[src/rtl/lane_pkg.sv]
`default_nettype none
// ============================================================================
// Module      : lane_pkg
// Description : Shared definitions for the lane serializer slice: the idle
//               symbol values, the serializer state encoding and a small
//               width helper for counters and pointers.
// Revision    : 1.0 - initial release
// ============================================================================
package lane_pkg;

    // Comma symbol sent as the idle/sync pattern when IDLE_COM_EN is defined.
    localparam logic [7:0] COM_SYMBOL = 8'hBC;
    // Idle pattern when the comma/sync feature is disabled.
    localparam logic [7:0] IDLE_ZERO  = 8'h00;

    typedef enum logic [0:0] {
        SYNC   = 1'b0,
        ACTIVE = 1'b1
    } lane_state_t;

    // Bits needed to index n items; never returns zero so that degenerate
    // parameter values still yield a legal vector width.
    function automatic int cnt_width(input int n);
        return (n > 1) ? $clog2(n) : 1;
    endfunction

endpackage : lane_pkg
`default_nettype wire

[src/rtl/lane_fifo.sv]
`default_nettype none
// ============================================================================
// Module      : lane_fifo
// Description : Synchronous FIFO buffering bytes ahead of the serializer.
//               Count, full and empty come from registered state only, so a
//               push is refused while full even if a pop happens on the same
//               edge (no pass-through path).
// Ports       : clk, reset_L      - clock, asynchronous active-low reset
//               i_push/i_push_data - write request and byte
//               i_pop              - read request (ignored when empty)
//               o_pop_data         - byte at the head of the buffer
//               o_full/o_empty     - occupancy flags
//               o_count            - current occupancy
// Revision    : 1.0 - initial release
// ============================================================================
module lane_fifo #(
    parameter int DATA_W     = 8,
    parameter int FIFO_DEPTH = 4,
    parameter int CNT_W      = $clog2(FIFO_DEPTH + 1)
) (
    input  logic              clk,
    input  logic              reset_L,
    input  logic              i_push,
    input  logic [DATA_W-1:0] i_push_data,
    input  logic              i_pop,
    output logic [DATA_W-1:0] o_pop_data,
    output logic              o_full,
    output logic              o_empty,
    output logic [CNT_W-1:0]  o_count
);
    import lane_pkg::*;

    localparam int              PTR_W   = cnt_width(FIFO_DEPTH);
    localparam logic [CNT_W-1:0] c_DEPTH = CNT_W'(FIFO_DEPTH);

    logic [DATA_W-1:0] r_mem [FIFO_DEPTH];
    logic [PTR_W-1:0]  r_wr_ptr;
    logic [PTR_W-1:0]  r_rd_ptr;
    logic [CNT_W-1:0]  r_count;
    logic              w_do_push;
    logic              w_do_pop;

    assign o_full     = (r_count == c_DEPTH);
    assign o_empty    = (r_count == '0);
    assign o_count    = r_count;
    assign o_pop_data = r_mem[r_rd_ptr];

    assign w_do_push  = i_push && !o_full;
    assign w_do_pop   = i_pop  && !o_empty;

    // Storage needs no reset: entries are only read once the count says so.
    always_ff @(posedge clk) begin
        if (w_do_push) begin
            r_mem[r_wr_ptr] <= i_push_data;
        end
    end

    // Depth is a power of two, so pointers wrap by natural overflow.
    always_ff @(posedge clk or negedge reset_L) begin
        if (!reset_L) begin
            r_wr_ptr <= '0;
            r_rd_ptr <= '0;
            r_count  <= '0;
        end else begin
            if (w_do_push) begin
                r_wr_ptr <= r_wr_ptr + 1'b1;
            end
            if (w_do_pop) begin
                r_rd_ptr <= r_rd_ptr + 1'b1;
            end
            case ({w_do_push, w_do_pop})
                2'b10:   r_count <= r_count + 1'b1;
                2'b01:   r_count <= r_count - 1'b1;
                default: r_count <= r_count;
            endcase
        end
    end

endmodule : lane_fifo
`default_nettype wire

[src/rtl/lane_serializer.sv]
`default_nettype none
// ============================================================================
// Module      : lane_serializer
// Description : Buffers bytes from one demux lane and shifts them out MSB
//               first, one bit per clock. Symbol boundaries occur every
//               DATA_W cycles; at each boundary the shift register loads
//               either the buffer head (valid_out=1) or the idle symbol.
//               Optional macro IDLE_COM_EN: idle symbol is the COM character
//               and SYNC_COUNT idle symbols are forced after reset before any
//               data may leave. Without it the idle symbol is 0x00 and the
//               serializer starts directly in ACTIVE.
// Ports       : clk        - bit-rate clock
//               reset_L    - asynchronous active-low reset
//               data_in    - byte from the lane
//               valid_in   - data_in holds a byte
//               ready_out  - buffer can accept a byte this cycle
//               data_out   - serial bit, MSB first
//               frame_out  - high on the first bit of every symbol
//               valid_out  - high for every bit of a data symbol
//               fifo_count - buffer occupancy
// Revision    : 1.0 - initial release
// ============================================================================
module lane_serializer #(
    parameter int DATA_W     = 8,
    parameter int FIFO_DEPTH = 4,
    parameter int SYNC_COUNT = 4
) (
    input  logic                                clk,
    input  logic                                reset_L,
    input  logic [DATA_W-1:0]                   data_in,
    input  logic                                valid_in,
    output logic                                ready_out,
    output logic                                data_out,
    output logic                                frame_out,
    output logic                                valid_out,
    output logic [$clog2(FIFO_DEPTH+1)-1:0]     fifo_count
);
    import lane_pkg::*;

    localparam int CNT_W  = $clog2(FIFO_DEPTH + 1);
    localparam int BIT_W  = cnt_width(DATA_W);
    localparam int SYNC_W = cnt_width(SYNC_COUNT);

    localparam logic [BIT_W-1:0] c_LAST_BIT = BIT_W'(DATA_W - 1);

`ifdef IDLE_COM_EN
    localparam logic [DATA_W-1:0] c_IDLE_SYM    = DATA_W'(COM_SYMBOL);
    localparam lane_state_t       c_RESET_STATE = SYNC;
`else
    localparam logic [DATA_W-1:0] c_IDLE_SYM    = DATA_W'(IDLE_ZERO);
    localparam lane_state_t       c_RESET_STATE = ACTIVE;
`endif

    lane_state_t       r_state;
    lane_state_t       w_state_nxt;
    logic [SYNC_W-1:0] r_sync_cnt;
    logic [SYNC_W-1:0] w_sync_nxt;
    logic [BIT_W-1:0]  r_bit_cnt;
    logic [DATA_W-1:0] r_shreg;
    logic              r_valid;

    logic              w_boundary;
    logic              w_pop;
    logic              w_push;
    logic              w_full;
    logic              w_empty;
    logic [DATA_W-1:0] w_head;
    logic [DATA_W-1:0] w_load_sym;

    // ------------------------------------------------------------------
    // Input buffer
    // ------------------------------------------------------------------
    assign ready_out = !w_full;
    assign w_push    = valid_in && ready_out;

    lane_fifo #(
        .DATA_W     (DATA_W),
        .FIFO_DEPTH (FIFO_DEPTH),
        .CNT_W      (CNT_W)
    ) u_fifo (
        .clk         (clk),
        .reset_L     (reset_L),
        .i_push      (w_push),
        .i_push_data (data_in),
        .i_pop       (w_pop),
        .o_pop_data  (w_head),
        .o_full      (w_full),
        .o_empty     (w_empty),
        .o_count     (fifo_count)
    );

    // ------------------------------------------------------------------
    // Symbol sequencing
    // ------------------------------------------------------------------
    assign w_boundary = (r_bit_cnt == c_LAST_BIT);

    // The symbol already on the wire at reset release counts as the first
    // sync symbol, so r_sync_cnt + 1 is the number completed at a boundary.
    // The boundary that completes the last sync symbol already behaves as
    // ACTIVE, letting a waiting byte go out immediately afterwards.
    always_comb begin
        w_state_nxt = r_state;
        w_sync_nxt  = r_sync_cnt;
        w_pop       = 1'b0;
        if (w_boundary) begin
            case (r_state)
                SYNC: begin
                    if ((int'(r_sync_cnt) + 1) >= SYNC_COUNT) begin
                        w_state_nxt = ACTIVE;
                        w_pop       = !w_empty;
                    end else begin
                        w_sync_nxt  = r_sync_cnt + 1'b1;
                    end
                end
                ACTIVE: begin
                    w_pop = !w_empty;
                end
                default: begin
                    w_state_nxt = c_RESET_STATE;
                end
            endcase
        end
    end

    assign w_load_sym = w_pop ? w_head : c_IDLE_SYM;

    always_ff @(posedge clk or negedge reset_L) begin
        if (!reset_L) begin
            r_state    <= c_RESET_STATE;
            r_sync_cnt <= '0;
        end else begin
            r_state    <= w_state_nxt;
            r_sync_cnt <= w_sync_nxt;
        end
    end

    // ------------------------------------------------------------------
    // Shift register and bit counter
    // ------------------------------------------------------------------
    always_ff @(posedge clk or negedge reset_L) begin
        if (!reset_L) begin
            r_bit_cnt <= '0;
            r_shreg   <= c_IDLE_SYM;
            r_valid   <= 1'b0;
        end else if (w_boundary) begin
            r_bit_cnt <= '0;
            r_shreg   <= w_load_sym;
            r_valid   <= w_pop;
        end else begin
            r_bit_cnt <= r_bit_cnt + 1'b1;
            r_shreg   <= {r_shreg[DATA_W-2:0], 1'b0};
        end
    end

    assign data_out  = r_shreg[DATA_W-1];
    assign frame_out = (r_bit_cnt == '0);
    assign valid_out = r_valid;

endmodule : lane_serializer
`default_nettype wire

[config.mk]
export PLATFORM = sky130hd
export DESIGN_NAME = lane_serializer
export DESIGN_NICKNAME = d
export VERILOG_FILES = /design/src/rtl/lane_pkg.sv /design/src/rtl/lane_fifo.sv /design/src/rtl/lane_serializer.sv
export SDC_FILE = /design/constraint.sdc
export NUM_CORES = 1
export LEC_CHECK = 0
export CAP_MARGIN = 40
export CORE_MARGIN = 1
export CORE_UTILIZATION = 25
export CTS_CLUSTER_SIZE = 24
export DETAILED_ROUTE_END_ITERATION = 12
export PLACE_DENSITY = 0.43
export SYNTH_ARGS = -nofsm -noshare
export SYNTH_HDL_FRONTEND = slang
export SYNTH_SLANG_ARGS = --single-unit
[constraint.sdc]
create_clock -name clk -period 2.7 [get_ports clk]
set_clock_uncertainty 0.05 [all_clocks]
set_input_delay 0.54 -clock clk [delete_from_list [all_inputs] [get_ports clk]]
set_output_delay 0.54 -clock clk [all_outputs]
set_load 0.005 [all_outputs]
==> results of run 1 <==
==> synthesized netlist by cell type (all sizes together) <==
cell / instances / share of area [%]
a21o: 1 / 0.34
dfstp: 1 / 1.2
clkbuf: 2 / 0.34
nor2b: 1 / 0.29
inv: 24 / 4.1
and3: 4 / 1.4
nor2: 3 / 0.51
nand3b: 1 / 0.34
mux2i: 1 / 0.46
o21ai: 1 / 0.23
ha: 9 / 5.1
nand4b: 1 / 0.40
o22ai: 7 / 2.0
fa: 1 / 0.91
edfxtp: 32 / 44
and2b: 1 / 0.34
xnor2: 5 / 2.0
or3b: 1 / 0.51
nand2: 1 / 0.17
dfrtp: 21 / 24
and2: 1 / 0.40
mux4: 8 / 8.2
xor2: 2 / 0.80
or3: 1 / 0.34
buf: 2 / 0.57
mux2: 2 / 1.2
==> flip-flops by register name (all words and copies together), names as in the netlist <==
| name | cells |
|---|---|
| r_shreg | 8 |
| u_fifo.r_mem | 32 |
| u_fifo.r_rd_ptr | 2 |
| valid_out | 1 |
| u_fifo.o_count | 3 |
| r_state | 1 |
| r_bit_cnt | 3 |
| u_fifo.r_wr_ptr | 2 |
| r_sync_cnt | 2 |
==> layout make-up <==
cell class,count,area [sq um]
tap,105,131
sequential,54,1510
multi-input combinational,52,569
fill,853,5760
inverter,24,90.1
clock buffer,5,68.8
timing repair buffer,20,193
clock inverter,3,16.3
==> path summary, 6_finish.rpt <==
kind,startpoint,to,slack (ns),depth (start not counted)
max,u_fifo.o_count[0]$_DFFE_PN0P_,u_fifo.o_count[2]$_DFFE_PN0P_,0.47,9
min,r_bit_cnt[0]$_DFF_PN0_,r_bit_cnt[0]$_DFF_PN0_,0.41,1
max reg2reg,u_fifo.o_count[0]$_DFFE_PN0P_,u_fifo.o_count[2]$_DFFE_PN0P_,0.47,9
min reg2reg,r_bit_cnt[0]$_DFF_PN0_,r_bit_cnt[0]$_DFF_PN0_,0.41,1
max in group asynchronous,reset_L,r_state$_DFFE_PN1N_,1.77,2
min in group asynchronous,reset_L,r_shreg[7]$_DFF_PN0_,0.54,2
==> power groups by stage <==
| stage | registers [W] | logic [W] | clock network, W |
|---|---|---|---|
| floorplan | 0.00117 | 0.000445 | 0 |
| global placement | 0.00124 | 0.000589 | 0 |
| detailed placement | 0.00126 | 0.000604 | 0 |
| CTS | 0.00124 | 0.000604 | 0.000450 |
| global route | 0.00126 | 0.000660 | 0.000477 |
| finish | 0.00123 | 0.000587 | 0.000433 |
==> routing by layer <==
| layer | GRT usage [%] | vias up |
|---|---|---|
| li1 | - | 511 |
| met1 | 10.6 | 548 |
| met2 | 14.9 | 16 |
| met3 | 2.15 | 9 |
| met4 | 4.10 | 0 |
| met5 | 0 | - |
==> stage by stage <==
stage	cell area (sq um)	total power, W	hold WS [ns]	cells	utilization [%]
after detailed placement	2500	0.00186	0.413	255	29.9
after floorplan	2190	0.00162	0.194	134	-
after CTS	2580	0.00229	0.425	263	30.9
after global routing	2580	0.00240	0.440	263	30.9
after global placement	2500	0.00183	0.395	255	29.9
final	2580	0.00225	0.413	263	30.9
==> kinds of logic after synthesis <==
group | after synthesis | share of synthesized area [%]
multiplexers | 11 | 9.87
flip-flops | 54 | 69.0
XOR/XNOR | 7 | 2.80
adder cells (fa/ha/maj) | 10 | 6.05
AO/OA/AOI/OAI | 9 | 2.57
AND/OR/NAND/NOR | 15 | 4.68
buffers and inverters | 28 | 5.02
==> results.tsv, run 1 <==
metric	value	unit
slew_headroom	57.9	%
clockBufferDepth	2	
die_area	0.00915	sq mm
grt_setup_unrepaired	no	
slowest_stage	or3b_4	
crit_buf_inv	2	
drt_iter0_drc	81	
dp_slack	0.331	ns
die_y	95.6	microns
postSynthNetCount	155	
drv_slew	0	
drc_errors	0	
antenna_cells	0	
post_drt_wl_per_cell	13.7	microns
routed-via-count	1084	
path_clk_slew	0.09	ns
p_seq_share	54.7	%
cts_tree	yes	
ys_seq_area_share	69.0	%
first_global_vias	1101	
dr.pass1.iters	4	
fin_crit_sh	82.6	%
power_density	872	mW/mm^2
p_int	0.00161	W
core_area	0.00834	sq mm
hold_violations	0	
rows	33	
route.top_layer_used	met4	
postCtsSetupBuffers	0	
comb_power_share	26.1	%
worst_slack	0.469	ns
dr_wl_met2	1.84	mm
start_util	26.3	%
outcome	completed	
tightestPinTransition	0.631	ns
ys_seq_elements	54	
crit_chain	or3b_4, and2_4, inv_1, ha_1, inv_1, fa_1, xor2_1, nor2_1, xor2_1	
cts_resized	0	
postSynthCellCount	134	
grt_overflow	0	
htreeDepth	2	
syn_area_per_cell	16.4	sq um
synthesis.area	0.00219	sq mm
drv_cap	0	
arrival	2.41	ns
min_path_type	flop to flop	
ir_drop	0.000195	V
finalNetCount	178	
worst-path-max-fanout	6	
dp_hpwl	2.41	mm
antenna_found_initial	0	
pwr-share-clk	19.2	%
finalSetupTns	0	ns
cp-end-kind	flop	
clockRootBuffer	clkbuf_8	
p_sw	0.000641	W
hold_buffers	0	
grt_usage	8.82	%
cp_top_family	simple AND/OR/NAND/NOR gates	
yosys_warnings	0	
finalCriticalPeriod	2.23	ns
dr_wl_met3	107	microns
drive_gt1_share	17.7	%
max_freq	0.448	GHz
final_common_cell	edfxtp_1	
fp.dieW	95.6	microns
drt_wl_total	3.59	mm
mostFrequentLayoutCells	edfxtp_1, inv_1, dfrtp_1	
gp_congestion	0.665	
cts_buffers	5	
crit_required	2.88	ns
slowest_delay	0.44	ns
io_buffers	17	
clock_sinks	54	
p_sw_share	28.5	%
p_leak	1.03	nW
finalSetupViolations	0	
grt_first_pass_wirelength	5.75	mm
crit_type	flop to flop	
clk_latency	0.30	ns
ant_nets	0	
syn_to_final_growth	17.8	%
via_per_inst	4.12	
wl_met1	1.58	mm
grt_max_degree	23	
cp-start-kind	flop	
pin_count	18	
yosysUniqueCellTypes	28	
Note: power is estimated with default switching activity, not from simulation.
==> inputs of run 2 (changes only) <==
- clock period: 2.7 -> 2.22 ns (I/O delays scaled with it)
==> results.tsv, run 2 (synthesis gave the netlist of run 1 again) <==
metric	value	unit	change
outcome	completed		unchanged
fin_area	0.00266	sq mm	was 0.00258 sq mm
max_freq	0.467	GHz	was 0.448 GHz
ir_drop	0.000323	V	was 0.000195 V
fp.dieW	95.6	microns	unchanged
post_drt_wl_per_cell	14.1	microns	was 13.7 microns
drv_slew	0		unchanged
cts_buffers	5		unchanged
worst-path-max-fanout	6		unchanged
placed_cell_area	0.00252	sq mm	was 0.00250 sq mm
finalSetupViolations	0		unchanged
clockBufferDepth	2		unchanged
clockRootBuffer	clkbuf_8		unchanged
clk_latency	0.30	ns	about the same
grt_overflow	0		unchanged
die_area	0.00915	sq mm	unchanged
ant_nets	0		unchanged
path_clk_slew	0.10	ns	was 0.09 ns
pin_count	18		unchanged
antenna_cells	0		unchanged
p_total	0.00285	W	was 0.00225 W
hold_buffers	0		unchanged
first_global_vias	1163		was 1101
largest_reg_flops	32		unchanged
hold_violations	0		unchanged
htreeDepth	2		unchanged
drive_gt1_share	23.6	%	was 17.7%
io_buffers	17		unchanged
final_common_cell	edfxtp_1		unchanged
clock_sinks	54		unchanged
grt_setup_unrepaired	no		unchanged
antenna_found_initial	0		unchanged
pwr-share-clk	19.0	%	was 19.2%
slew_headroom	67.2	%	was 57.9%
cp-end-kind	flop		unchanged
p_int	0.00203	W	was 0.00161 W
syn_to_final_growth	21.1	%	was 17.8%
mostFrequentLayoutCells	edfxtp_1, inv_1, dfrtp_1		unchanged
dp_hpwl	2.50	mm	was 2.41 mm
cp-start-kind	flop		unchanged
p_sw	0.000818	W	was 0.000641 W
drc_errors	0		unchanged
gp_congestion	0.669		was 0.665
finalNetCount	185		was 178
comb_power_share	29.5	%	was 26.1%
crit_type	flop to flop		unchanged
grt_max_degree	23		unchanged
start_util	26.3	%	unchanged
p_seq_share	51.5	%	was 54.7%
crit_required	2.39	ns	was 2.88 ns
cts_tree	yes		unchanged
power_density	1070	mW/mm^2	was 872 mW/mm^2
arrival	2.31	ns	was 2.41 ns
dr.pass1.iters	3		was 4
p_leak	1.05	nW	was 1.03 nW
core_area	0.00834	sq mm	unchanged
regMostFlops	u_fifo.r_mem		unchanged
routed-via-count	1111		was 1084
grt_usage	9.47	%	was 8.82%
finalCriticalPeriod	2.14	ns	was 2.23 ns
die_y	95.6	microns	unchanged
min_path_type	flop to flop		unchanged
reg_top3	u_fifo.r_mem (32), r_shreg (8)		unchanged
fin_crit_sh	96.6	%	was 82.6%
p_sw_share	28.7	%	was 28.5%
drv_cap	0		unchanged
grt_first_pass_wirelength	6.18	mm	was 5.75 mm
tightestPinTransition	0.492	ns	was 0.631 ns
rows	33		unchanged
via_per_inst	4.11		was 4.12
drt_iter0_drc	29		was 81
drt_wl_total	3.81	mm	was 3.59 mm
-- run 2: cell count changes in the layout (fill, tap and decap cells not counted), sizes merged --
cell | previous run | this run
buf | 3 | 10
clkinv | 2 | 0
clkbuf | 5 | 6
clkinvlp | 1 | 2
-- run 2: critical path, cell delays in order (launching register included) --
cell and delay [ns]:
dfrtp_1 0.38, or3b_4 0.42, and2_4 0.16, inv_2 0.07, ha_4 0.14, inv_1 0.05
fa_2 0.33, xor2_1 0.16, nor2_1 0.12, xor2_1 0.18
-- run 2: cell type report --
type,count,area (sq um)
Fill cell,831,5690
Sequential cell,54,1510
Multi-Input combinational cell,52,588
Timing Repair Buffer,27,245
Tap cell,105,131
Inverter,24,90.1
Clock buffer,6,72.6
Clock inverter,2,15.0
-- run 2: timing repair --
action	4_1_cts	5_1_grt
gates resized for setup	3	3
setup buffers	4	0
endpoints found under the setup margin	1	2
endpoints found under the hold margin	0	0
pin swaps	5	5
-- run 2: final timing paths --
kind	startpoint	end	slack, ns	cells past startpoint
setup / recovery	u_fifo.o_count[0]$_DFFE_PN0P_	u_fifo.o_count[2]$_DFFE_PN0P_	0.08	9
hold / removal	r_bit_cnt[0]$_DFF_PN0_	r_bit_cnt[0]$_DFF_PN0_	0.42	1
setup reg to reg	u_fifo.o_count[0]$_DFFE_PN0P_	u_fifo.o_count[2]$_DFFE_PN0P_	0.08	9
hold reg to reg	r_bit_cnt[0]$_DFF_PN0_	r_bit_cnt[0]$_DFF_PN0_	0.42	1
max in group asynchronous	reset_L	r_state$_DFFE_PN1N_	1.40	2
min in group asynchronous	reset_L	r_shreg[4]$_DFF_PN0_	0.44	2
-- run 2: metrics by stage --
| step | TNS [ns] | hold WS [ns] | util [%] | std cells | setup slack [ns] |
|---|---|---|---|---|---|
| floorplan | 0 | 0.0984 | - | 134 | 0.0751 |
| global placement | 0 | 0.398 | 30.2 | 258 | 0.0591 |
| detailed placement | -0.0918 | 0.418 | 30.2 | 258 | -0.0918 |
| CTS | 0 | 0.430 | 31.7 | 270 | 0.0188 |
| global route | 0 | 0.448 | 31.8 | 270 | 0.000722 |
| finish | 0 | 0.420 | 31.8 | 270 | 0.0766 |
-- run 2: power by group through the flow --
stage          sequential [W]  combinational (W)  clock [W]
2_1_floorplan         0.00143           0.000541          0
3_3_place_gp          0.00149           0.000757          0
3_5_place_dp          0.00151           0.000779          0
4_1_cts               0.00147           0.000849   0.000560
5_1_grt               0.00149           0.000932   0.000602
6_report              0.00147           0.000840   0.000541
-- run 2: routing by layer --
metal	global-route usage (%)	vias up	wire length, microns
met2	16.1	14	1960
met5	0	-	0
met1	11.6	566	1700
met4	2.99	0	48
li1	-	526	-
met3	2.63	5	106
